**src/rtl/evg_code_injector.sv**
```systemverilog
// evg_code_injector
//   Queues processor-written event codes in a small FIFO and offers them to
//   the event transmitter one at a time over a valid/ready handshake, with a
//   programmable idle gap after each accepted code.
//
//   Write decode (on csrStrobe):
//     GPIO_OUT[7:0] code, [8] push, [9] flush, [10] enable
//   Read-back (status):
//     [7:0] last code, [8] empty, [9] full, [10] enable, [11] busy,
//     [23:16] fill level, [31:24] drop count (0 unless enabled below)
//
//   Optional feature macro: EVG_INJECTOR_DROP_COUNT_EN
//     defined   -> saturating 8-bit count of pushes lost to a full FIFO
//     undefined -> no counter hardware, status[31:24] reads 0
module evg_code_injector #(
    parameter string DEBUG   = "false",
    parameter int    FIFO_AW = 4,
    parameter int    MIN_GAP = 4
) (
    input  logic        sysClk,
    input  logic        sysReset_n,
    input  logic [31:0] GPIO_OUT,
    input  logic        csrStrobe,
    output logic [31:0] status,
    output logic [7:0]  txCode,
    output logic        txCodeValid,
    input  logic        txCodeReady
);

    localparam int unsigned      DEPTH    = 1 << FIFO_AW;
    localparam logic [FIFO_AW:0] FULL_CNT = {1'b1, {FIFO_AW{1'b0}}};
    localparam logic [FIFO_AW:0] CNT_ONE  = {{FIFO_AW{1'b0}}, 1'b1};
    localparam logic [7:0]       GAP_INIT = (MIN_GAP > 0) ? 8'(MIN_GAP - 1) : 8'd0;

    typedef enum logic [1:0] {
        IDLE    = 2'd0,
        PRESENT = 2'd1,
        GAP     = 2'd2
    } state_t;

    // Debug builds carry a marker scope in the elaborated hierarchy.
    if (DEBUG == "true") begin : g_debug_build
    end

    // ------------------------------------------------------------------
    // Processor write decode
    // ------------------------------------------------------------------
    logic        push_req;
    logic        flush;
    logic [7:0]  push_code;
    logic [20:0] unused_gpio;

    assign push_req    = csrStrobe && GPIO_OUT[8];
    assign flush       = csrStrobe && GPIO_OUT[9];
    assign push_code   = GPIO_OUT[7:0];
    assign unused_gpio = GPIO_OUT[31:11];

    (* mark_debug = DEBUG *) logic enable;

    // Enable follows GPIO_OUT[10] on every strobe.
    always_ff @(posedge sysClk or negedge sysReset_n) begin
        if (!sysReset_n) begin
            enable <= 1'b0;
        end else if (csrStrobe) begin
            enable <= GPIO_OUT[10];
        end
    end

    // ------------------------------------------------------------------
    // FIFO
    // ------------------------------------------------------------------
    (* mark_debug = DEBUG *) logic [7:0]         mem [DEPTH];
    (* mark_debug = DEBUG *) logic [FIFO_AW-1:0] wr_ptr;
    (* mark_debug = DEBUG *) logic [FIFO_AW-1:0] rd_ptr;
    (* mark_debug = DEBUG *) logic [FIFO_AW:0]   count;
    (* mark_debug = DEBUG *) logic               empty;
    (* mark_debug = DEBUG *) logic               full;
    (* mark_debug = DEBUG *) logic               wr_en;
    (* mark_debug = DEBUG *) logic               pop;

    assign empty = (count == '0);
    assign full  = (count == FULL_CNT);

    // Null codes are ignored outright; full is the registered occupancy, so a
    // push into a full FIFO is lost even if a pop frees a slot on that edge.
    assign wr_en = push_req && (push_code != 8'h00) && !full && !flush;

    // Storage array; no reset needed since occupancy is tracked by count.
    always_ff @(posedge sysClk) begin
        if (wr_en) begin
            mem[wr_ptr] <= push_code;
        end
    end

    // Pointers and fill level; flush returns everything to the empty state.
    always_ff @(posedge sysClk or negedge sysReset_n) begin
        if (!sysReset_n) begin
            wr_ptr <= '0;
            rd_ptr <= '0;
            count  <= '0;
        end else if (flush) begin
            wr_ptr <= '0;
            rd_ptr <= '0;
            count  <= '0;
        end else begin
            if (wr_en) begin
                wr_ptr <= wr_ptr + FIFO_AW'(1);
            end
            if (pop) begin
                rd_ptr <= rd_ptr + FIFO_AW'(1);
            end
            case ({wr_en, pop})
                2'b10:   count <= count + CNT_ONE;
                2'b01:   count <= count - CNT_ONE;
                default: count <= count;
            endcase
        end
    end

    // ------------------------------------------------------------------
    // Presentation FSM
    // ------------------------------------------------------------------
    (* mark_debug = DEBUG *) state_t     state_q;
    (* mark_debug = DEBUG *) state_t     state_d;
    (* mark_debug = DEBUG *) logic [7:0] gap_cnt;
    (* mark_debug = DEBUG *) logic [7:0] tx_code;
    (* mark_debug = DEBUG *) logic [7:0] last_code;
    logic handshake;
    logic gap_load;
    logic gap_dec;

    // State register.
    always_ff @(posedge sysClk or negedge sysReset_n) begin
        if (!sysReset_n) begin
            state_q <= IDLE;
        end else begin
            state_q <= state_d;
        end
    end

    // Next-state and control strobes. A flush blocks the pop from IDLE so
    // nothing flushed can leak out; a code already in PRESENT is unaffected.
    always_comb begin
        state_d   = state_q;
        pop       = 1'b0;
        handshake = 1'b0;
        gap_load  = 1'b0;
        gap_dec   = 1'b0;
        unique case (state_q)
            IDLE: begin
                if (enable && !empty && !flush) begin
                    pop     = 1'b1;
                    state_d = PRESENT;
                end
            end
            PRESENT: begin
                if (txCodeReady) begin
                    handshake = 1'b1;
                    if (MIN_GAP > 0) begin
                        gap_load = 1'b1;
                        state_d  = GAP;
                    end else begin
                        state_d  = IDLE;
                    end
                end
            end
            GAP: begin
                if (gap_cnt == 8'd0) begin
                    state_d = IDLE;
                end else begin
                    gap_dec = 1'b1;
                end
            end
            default: begin
                state_d = IDLE;
            end
        endcase
    end

    // Datapath: presented code, last accepted code and gap down-counter.
    // The counter is loaded with MIN_GAP-1 so GAP lasts exactly MIN_GAP cycles.
    always_ff @(posedge sysClk or negedge sysReset_n) begin
        if (!sysReset_n) begin
            tx_code   <= '0;
            last_code <= '0;
            gap_cnt   <= '0;
        end else begin
            if (pop) begin
                tx_code <= mem[rd_ptr];
            end
            if (handshake) begin
                last_code <= tx_code;
            end
            if (gap_load) begin
                gap_cnt <= GAP_INIT;
            end else if (gap_dec) begin
                gap_cnt <= gap_cnt - 8'd1;
            end
        end
    end

    assign txCode      = tx_code;
    assign txCodeValid = (state_q == PRESENT);

    // ------------------------------------------------------------------
    // Drop counter (optional)
    // ------------------------------------------------------------------
    logic [7:0] drop_status;

`ifdef EVG_INJECTOR_DROP_COUNT_EN
    logic       drop_evt;
    logic [7:0] drop_cnt;

    assign drop_evt = push_req && (push_code != 8'h00) && full && !flush;

    // Saturating count of pushes lost to a full FIFO; cleared by flush.
    always_ff @(posedge sysClk or negedge sysReset_n) begin
        if (!sysReset_n) begin
            drop_cnt <= '0;
        end else if (flush) begin
            drop_cnt <= '0;
        end else if (drop_evt && (drop_cnt != 8'hFF)) begin
            drop_cnt <= drop_cnt + 8'd1;
        end
    end

    assign drop_status = drop_cnt;
`else
    assign drop_status = '0;
`endif

    // ------------------------------------------------------------------
    // Status read-back
    // ------------------------------------------------------------------
    logic busy;
    assign busy = (state_q != IDLE);

    assign status = {drop_status, 8'(count), 4'b0000, busy, enable, full, empty, last_code};

endmodule

```
**config.mk**
```make
export PLATFORM = sky130hd
export DESIGN_NAME = evg_code_injector
export DESIGN_NICKNAME = d
export VERILOG_FILES = /design/src/rtl/evg_code_injector.sv
export SDC_FILE = /design/constraint.sdc
export NUM_CORES = 1
export LEC_CHECK = 0
export CAP_MARGIN = 15
export CORE_MARGIN = 3
export CORE_UTILIZATION = 46
export CTS_CLUSTER_SIZE = 12
export DETAILED_ROUTE_END_ITERATION = 10
export MAX_ROUTING_LAYER = met4
export PLACE_DENSITY = 0.71
export SLEW_MARGIN = 20
export SYNTH_ARGS = -nofsm -noshare
export SYNTH_HDL_FRONTEND = slang
export SYNTH_SLANG_ARGS = --single-unit
```
**constraint.sdc**
```tcl
create_clock -name sysClk -period 3.3 [get_ports sysClk]
set_clock_uncertainty 0.15 [all_clocks]
set_input_delay 0.33 -clock sysClk [delete_from_list [all_inputs] [get_ports sysClk]]
set_output_delay 0.33 -clock sysClk [all_outputs]
set_load 0.02 [all_outputs]
```
==> summary.txt, run 1 <==
Run status
  • Outcome: completed

Power and ir drop
  • Pint: 3480 uW
  • Worst IR Drop VDD: 0.406 mV
  • NetSw: 1020 uW
  • Flop pwr share: 0.521
  • Logic pwr share: 0.060
  • P_leak: 0.00291 uW
  • Power share of the clock group: 0.419
  • Switching Fraction: 0.227
  • Power density over the cells: 546 mW/mm^2

Setup path
  • CP peak stage delay: 0.57 ns
  • Critical Path Source Type: register
  • WS Path Type: register to register
  • Crit path depth: 11
  • Crit path arrival time: 3.29 ns
  • CP most frequent cell: a21o_1
  • Slowest-stage cell, CP: nor3b_1
  • Buf/Inv on CP: 1
  • Family with the most delay on the worst path: simple AND/OR/NAND/NOR gates
  • Cells along the critical path: nor3b_1 -> o21ai_4 -> nor2_4 -> nand2_1 -> fa_1 -> inv_1 -> a21o_1 -> a21oi_1 -> or3_1 -> a21o_1 -> a31oi_1
  • Critical-path maximum fanout: 9
  • Reg2reg path depth: 11
  • Critical Path End Type: register
  • Required time of the critical path: 3.49 ns

Global route
  • Largest net degree at the start of global routing: 41
  • Total GRT Usage: 0.177
  • Initial antenna violation count: 0
  • Vias in the first global route: 3,915
  • Total grt overflow: 0
  • First-pass GRT wire length: 21.6 mm

Synth
  • Yosys top cell area share: 0.543
  • Mapped Area: 0.00708 mm^2
  • Mean Syn Cell Area: 16.2 um^2
  • Synthesized instance count: 437
  • Prevailing post-synth register cell: edfxtp_1
  • Yosys top cell by area: edfxtp_1
  • #FFs+latches synth: 168
  • Synth cell types: 44
  • Register area share after synthesis: 0.685
  • Yosys warning count: 0
  • Ys async rst share: 0.238
  • Top post-synthesis cells by area: edfxtp_1 (54%), dfrtp_1 (14%), mux4_2 (10%), nand2_1 (2.5%), mux2i_1 (2.4%)
  • EDFF count, synth: 128

Routing
  • Met2 wire length: 6.55 mm
  • WL/cell: 19.0 um
  • Highest Signal Layer: met4
  • Pre-antenna DRT Iters: 4
  • Final wirelength: 13.1 mm
  • DR vias/cell: 5.44
  • Final ANT Viol Nets: 0
  • Met3 wire len: 734 um
  • Residual DRC: 0
  • Vias: 3,749
  • Initial DRC count: 367
  • Routed metal-1 wirelength: 5.61 mm

Floorplan
  • Die X: 130 um
  • I/O pin count: 77
  • Die area: 0.0169 mm^2
  • Die H: 130 um
  • FP Rows: 44
  • Initial Util: 0.478
  • Core box area: 0.0148 mm^2

Clock network
  • H-tree levels: 4
  • Root buf cell: clkbuf_16
  • Num CTS Buffers: 17
  • Clock transition at path regs: 0.06 ns
  • Clk sinks: 168
  • Setup repair bufs after CTS: 0
  • CTS tree: done
  • Clock Latency Late Sink: 0.42 ns
  • Post-CTS Resized: 0
  • Clock buffer depth: 2
  • CTS hold repair buffers: 1

Min path
  • Min-Delay Path Depth: 2
  • Min-delay worst type: register to register

Cells and area
  • NumNets Final: 539
  • Fill cells: 1,125
  • Post-Route Utilization: 0.558
  • Register area: 0.00485 mm^2
  • Area of the multi-input gates: 0.00203 mm^2
  • Ant diodes: 0
  • Area Overhead vs Synth: 16.7%
  • Layout cell share with drive strength beyond 1: 0.174

Timing
  • Final min period: 3.10 ns
  • Rel. slew slack: 0.404
  • Period Utilization, post-route: 0.939
  • Actual slew at the worst max-slew pin: 0.895 ns
  • Max-slew violations: 0
  • Unrepaired setup endpoints after global routing: false
  • Fmax: 0.323 GHz
  • Final worst setup slack: 0.202 ns
  • Final setup fails: 0
  • Final Hold Fails: 0

Placement
  • Setup WS pre-CTS: -0.125 ns
  • Detailed Place HPWL: 9.00 mm
  • Final GP Congestion: 0.798
  • IO Port Bufs: 40

Run
  • Max cap viols: 0
## layer usage
metal / vias up / global-route usage
met3: 16 / 0.0479
li1: 1723 / -
met2: 115 / 0.274
met4: 0 / 0.0593
met5: - / -
met1: 1895 / 0.229
## power groups by stage
| stage | combinational, uW | clock [uW] | sequential, uW |
|---|---|---|---|
| after floorplan | 150 | 0 | 2400 |
| after global placement | 263 | 0 | 2390 |
| after detailed placement | 273 | 0 | 2390 |
| after CTS | 275 | 1930 | 2350 |
| after global routing | 300 | 2020 | 2350 |
| final | 272 | 1890 | 2350 |
## synth_stat cells, types with 2 or more instances
library cell  instances
a22oi_1               2
edfxtp_1            128
nand2b_1              2
dfrtp_1              40
nand3_1               6
ha_1                 10
o211ai_1              2
a21o_1                3
nand4_1               2
xnor2_1              10
or3_1                 6
buf_2                 5
buf_4                19
o221ai_1              8
mux2i_1              17
a21oi_1               5
mux4_2               32
clkbuf_1              8
nand2_1              48
inv_1                11
and2_1               17
nor4_1                6
xor2_1                7
nor2_1               18
mux2_2                2
buf_1                 4
nor3_1                2
## area by class of cell
| cell class | count | share of cell area |
|---|---|---|
| Inverter | 11 | 0.00500 |
| Sequential cell | 168 | 0.587 |
| Timing Repair Buffer | 58 | 0.0661 |
| Clock inverter | 15 | 0.0171 |
| Clock buffer | 17 | 0.0515 |
| Tap cell | 184 | 0.0279 |
| Multi-Input combinational cell | 236 | 0.246 |
## cells in the final DEF (no fill, tap or decap), types with 10 or more instances in the layout
master,instances
edfxtp_1,128
nand2_1,48
dfrtp_1,39
clkdlybuf4s50_1,39
mux4_2,32
nor2_1,18
and2_1,17
mux2i_1,17
clkbuf_16,17
buf_4,16
conb_1,15
inv_1,11
xnor2_1,10
ha_1,10
## state kept, by name (all words and copies together) (netlist names)
| signal | cells |
|---|---|
| wr_ptr | 4 |
| last_code | 8 |
| count | 5 |
| mem | 128 |
| txCode | 8 |
| gap_cnt | 8 |
| state_q | 2 |
| enable | 1 |
| rd_ptr | 4 |
## per-stage QoR
stage	power [uW]	cells	instance area, um^2	hold WS (ns)	setup TNS [ns]
floorplan	2550	451	7130	-0.116	0
CTS	4550	689	8260	0.330	0
global placement	2650	656	7680	0.306	0
detailed placement	2660	656	7680	0.316	-0.125
finish	4510	689	8260	0.326	0
global route	4670	689	8260	0.357	0
## final timing paths
kind,startpoint,endpoint,slack (ns)
worst max-delay path,state_q[0],count[4],0.20
worst min-delay path,last_code[0],last_code[0],0.33
worst max register to register,state_q[0],count[4],0.20
worst min register to register,last_code[0],last_code[0],0.33
max in group asynchronous,sysReset_n,rd_ptr[0],1.95
min in group asynchronous,sysReset_n,enable,0.43
## cell families (layout without fill, tap and decap cells)
family,Yosys count,in the layout,share of synthesized area
buffers and inverters,47,101,0.0359
AO/OA/AOI/OAI,25,25,0.0269
adder cells (fa/ha/maj),11,11,0.0205
flip-flops,168,168,0.685
multiplexers,51,51,0.129
XOR/XNOR,17,17,0.0210
other,1,15,0.000530
AND/OR/NAND/NOR,117,117,0.0813
## tightest hold or removal path: cells and delay by family (launching register included)
family           cells  cell delay, ns
and+or+nand+nor      2            0.10
DFF                  1            0.34
(Power assumes the default switching activity.)
==> inputs of run 2 (changes only) <==
Clock period 3.3 ns to 3.7 ns, I/O delays scaled along.
==> summary.txt, run 2 (synthesis gave the netlist of run 1 again) <==
Clock network
  • Num CTS Buffers: 17
  • Post-CTS Resized: 0
  • Clock transition at path regs: 0.06 ns
  • Clock buffer depth: 2
  • CTS tree: done
  • Root buf cell: clkbuf_16
  • Setup repair bufs after CTS: 0
  • Clock Latency Late Sink: 0.43 ns
  • CTS hold repair buffers: 1
  • Clk sinks: 168
  • H-tree levels: 4

Setup path
  • CP peak stage delay: 0.60 ns
  • Slowest-stage cell, CP: or4_4
  • CP most frequent cell: a21o_1
  • Family with the most delay on the worst path: simple AND/OR/NAND/NOR gates
  • Critical-path maximum fanout: 9
  • Critical Path End Type: register
  • Critical Path Source Type: register
  • Cells along the critical path: or4_4 -> o21ai_4 -> nor2_4 -> nand2_1 -> inv_1 -> ha_1 -> a21o_1 -> a21oi_1 -> or3_1 -> a21o_1 -> a31oi_1
  • Buf/Inv on CP: 1
  • Required time of the critical path: 3.90 ns
  • WS Path Type: register to register
  • Crit path arrival time: 3.16 ns

Floorplan
  • Core box area: 0.0148 mm^2
  • Die area: 0.0169 mm^2
  • Die X: 130 um
  • Initial Util: 0.478
  • I/O pin count: 77
  • Die H: 130 um
  • FP Rows: 44

Global route
  • Initial antenna violation count: 1
  • Total GRT Usage: 0.174
  • Grt met2 use: 0.274
  • Vias in the first global route: 3,763
  • GRT busiest layer: met2
  • Total grt overflow: 0
  • First-pass GRT wire length: 21.1 mm
  • Met1 Use GR: 0.228
  • Largest net degree at the start of global routing: 41
  • Met3 Resource Use GR: 0.0405

Routing
  • Initial DRC count: 341
  • Final ANT Viol Nets: 0
  • Vias: 3,694
  • DR vias/cell: 5.40
  • Pre-antenna DRT Iters: 4
  • Final wirelength: 13.0 mm
  • Residual DRC: 0
  • WL/cell: 19.0 um

Cells and area
  • Layout cell share with drive strength beyond 1: 0.168
  • Commonest non-fill, non-tap cell in the layout: edfxtp_1
  • NumNets Final: 535
  • Fill cells: 1,127
  • Max reg flops: 128
  • Most frequent cells in the layout: edfxtp_1 (128), nand2_1 (48), dfrtp_1 (39), clkdlybuf4s50_1 (39), mux4_2 (32)
  • Area Overhead vs Synth: 16.0%
  • Largest Register: mem
  • Ant diodes: 0

Timing
  • Final Hold Fails: 0
  • Actual slew at the worst max-slew pin: 1.05 ns
  • Fmax: 0.337 GHz
  • Max-slew violations: 0
  • Setup TNS: 0 ns
  • Final setup fails: 0
  • Rel. slew slack: 0.298
  • Period Utilization, post-route: 0.802
  • Unrepaired setup endpoints after global routing: false
  • Final min period: 2.97 ns

Power and ir drop
  • Worst IR Drop VDD: 0.355 mV
  • Power density over the cells: 486 mW/mm^2
  • P_leak: 0.00287 uW
  • Pwr Total: 3990 uW

Placement
  • Final GP Congestion: 0.756
  • Detailed Place HPWL: 8.87 mm
  • IO Port Bufs: 40

Min path
  • Min-delay worst type: register to register

Run
  • Max cap viols: 0

Run status
  • Outcome: completed
[run 2: cell types whose count changed in the layout (fill, tap and decap cells not counted)]
cell / previous run / this run
buf_4: 16 / 13
inv_6: 5 / 8
clkinv_2: 3 / 1
clkinv_4: 3 / 1
clkinv_8: 0 / 2
buf_12: 1 / 0
bufinv_16: 1 / 0
clkinv_1: 1 / 0
clkinvlp_4: 0 / 1
inv_8: 2 / 1
[run 2: stage by stage]
| stage | hold slack, ns | cell area, um^2 | cells | setup WS [ns] | util |
|---|---|---|---|---|---|
| 3_5_place_dp | 0.312 | 7640 | 652 | 0.281 | 0.516 |
| 4_1_cts | 0.329 | 8210 | 684 | 0.732 | 0.554 |
| 6_report | 0.324 | 8210 | 684 | 0.734 | 0.554 |
| 5_1_grt | 0.359 | 8210 | 684 | 0.556 | 0.554 |
| 3_3_place_gp | 0.307 | 7640 | 652 | 0.329 | 0.516 |
| 2_1_floorplan | -0.0756 | 7130 | 451 | 0.880 | - |
[run 2: path summary, 6_finish.rpt]
check	startpoint	end	slack [ns]	cells after the start
min in group asynchronous	sysReset_n	count[1]	0.46	2
max in group asynchronous	sysReset_n	rd_ptr[0]	2.33	2
setup / recovery	count[1]	count[4]	0.73	11
hold / removal	last_code[2]	last_code[2]	0.32	2
setup reg to reg	count[1]	count[4]	0.73	11
hold reg to reg	last_code[2]	last_code[2]	0.32	2
[run 2: layout make-up]
cell class | instances | area (um^2) | area share
clock buffers | 17 | 425 | 0.0518
multi-input cells | 236 | 2030 | 0.247
inverters | 11 | 41.3 | 0.00503
flip-flops and latches | 168 | 4850 | 0.590
well taps | 184 | 230 | 0.0280
repair buffers | 54 | 503 | 0.0613
clock inverters | 14 | 135 | 0.0165
[run 2: worst register-to-register path, stage by stage (launching register included)]
cell,delay (ns)
dfrtp_1,0.45
or4_4,0.60
o21ai_4,0.22
nor2_4,0.09
nand2_1,0.12
inv_1,0.09
ha_1,0.34
a21o_1,0.13
a21oi_1,0.09
or3_1,0.35
a21o_1,0.17
a31oi_1,0.11
[run 2: metal layers]
metal / share of wire / vias to the layer above
li1: - / 1713
met1: 0.44 / 1862
met2: 0.50 / 99
met3: 0.050 / 20
met4: 0.017 / 0
met5: 0 / -
[run 2: power breakdown]
part | total (uW) | switching [uW] | internal (uW)
sequential | 2090 | 27.1 | 2070
clock | 1660 | 776 | 886
combinational | 239 | 141 | 98.0
total | 3990 | 944 | 3050
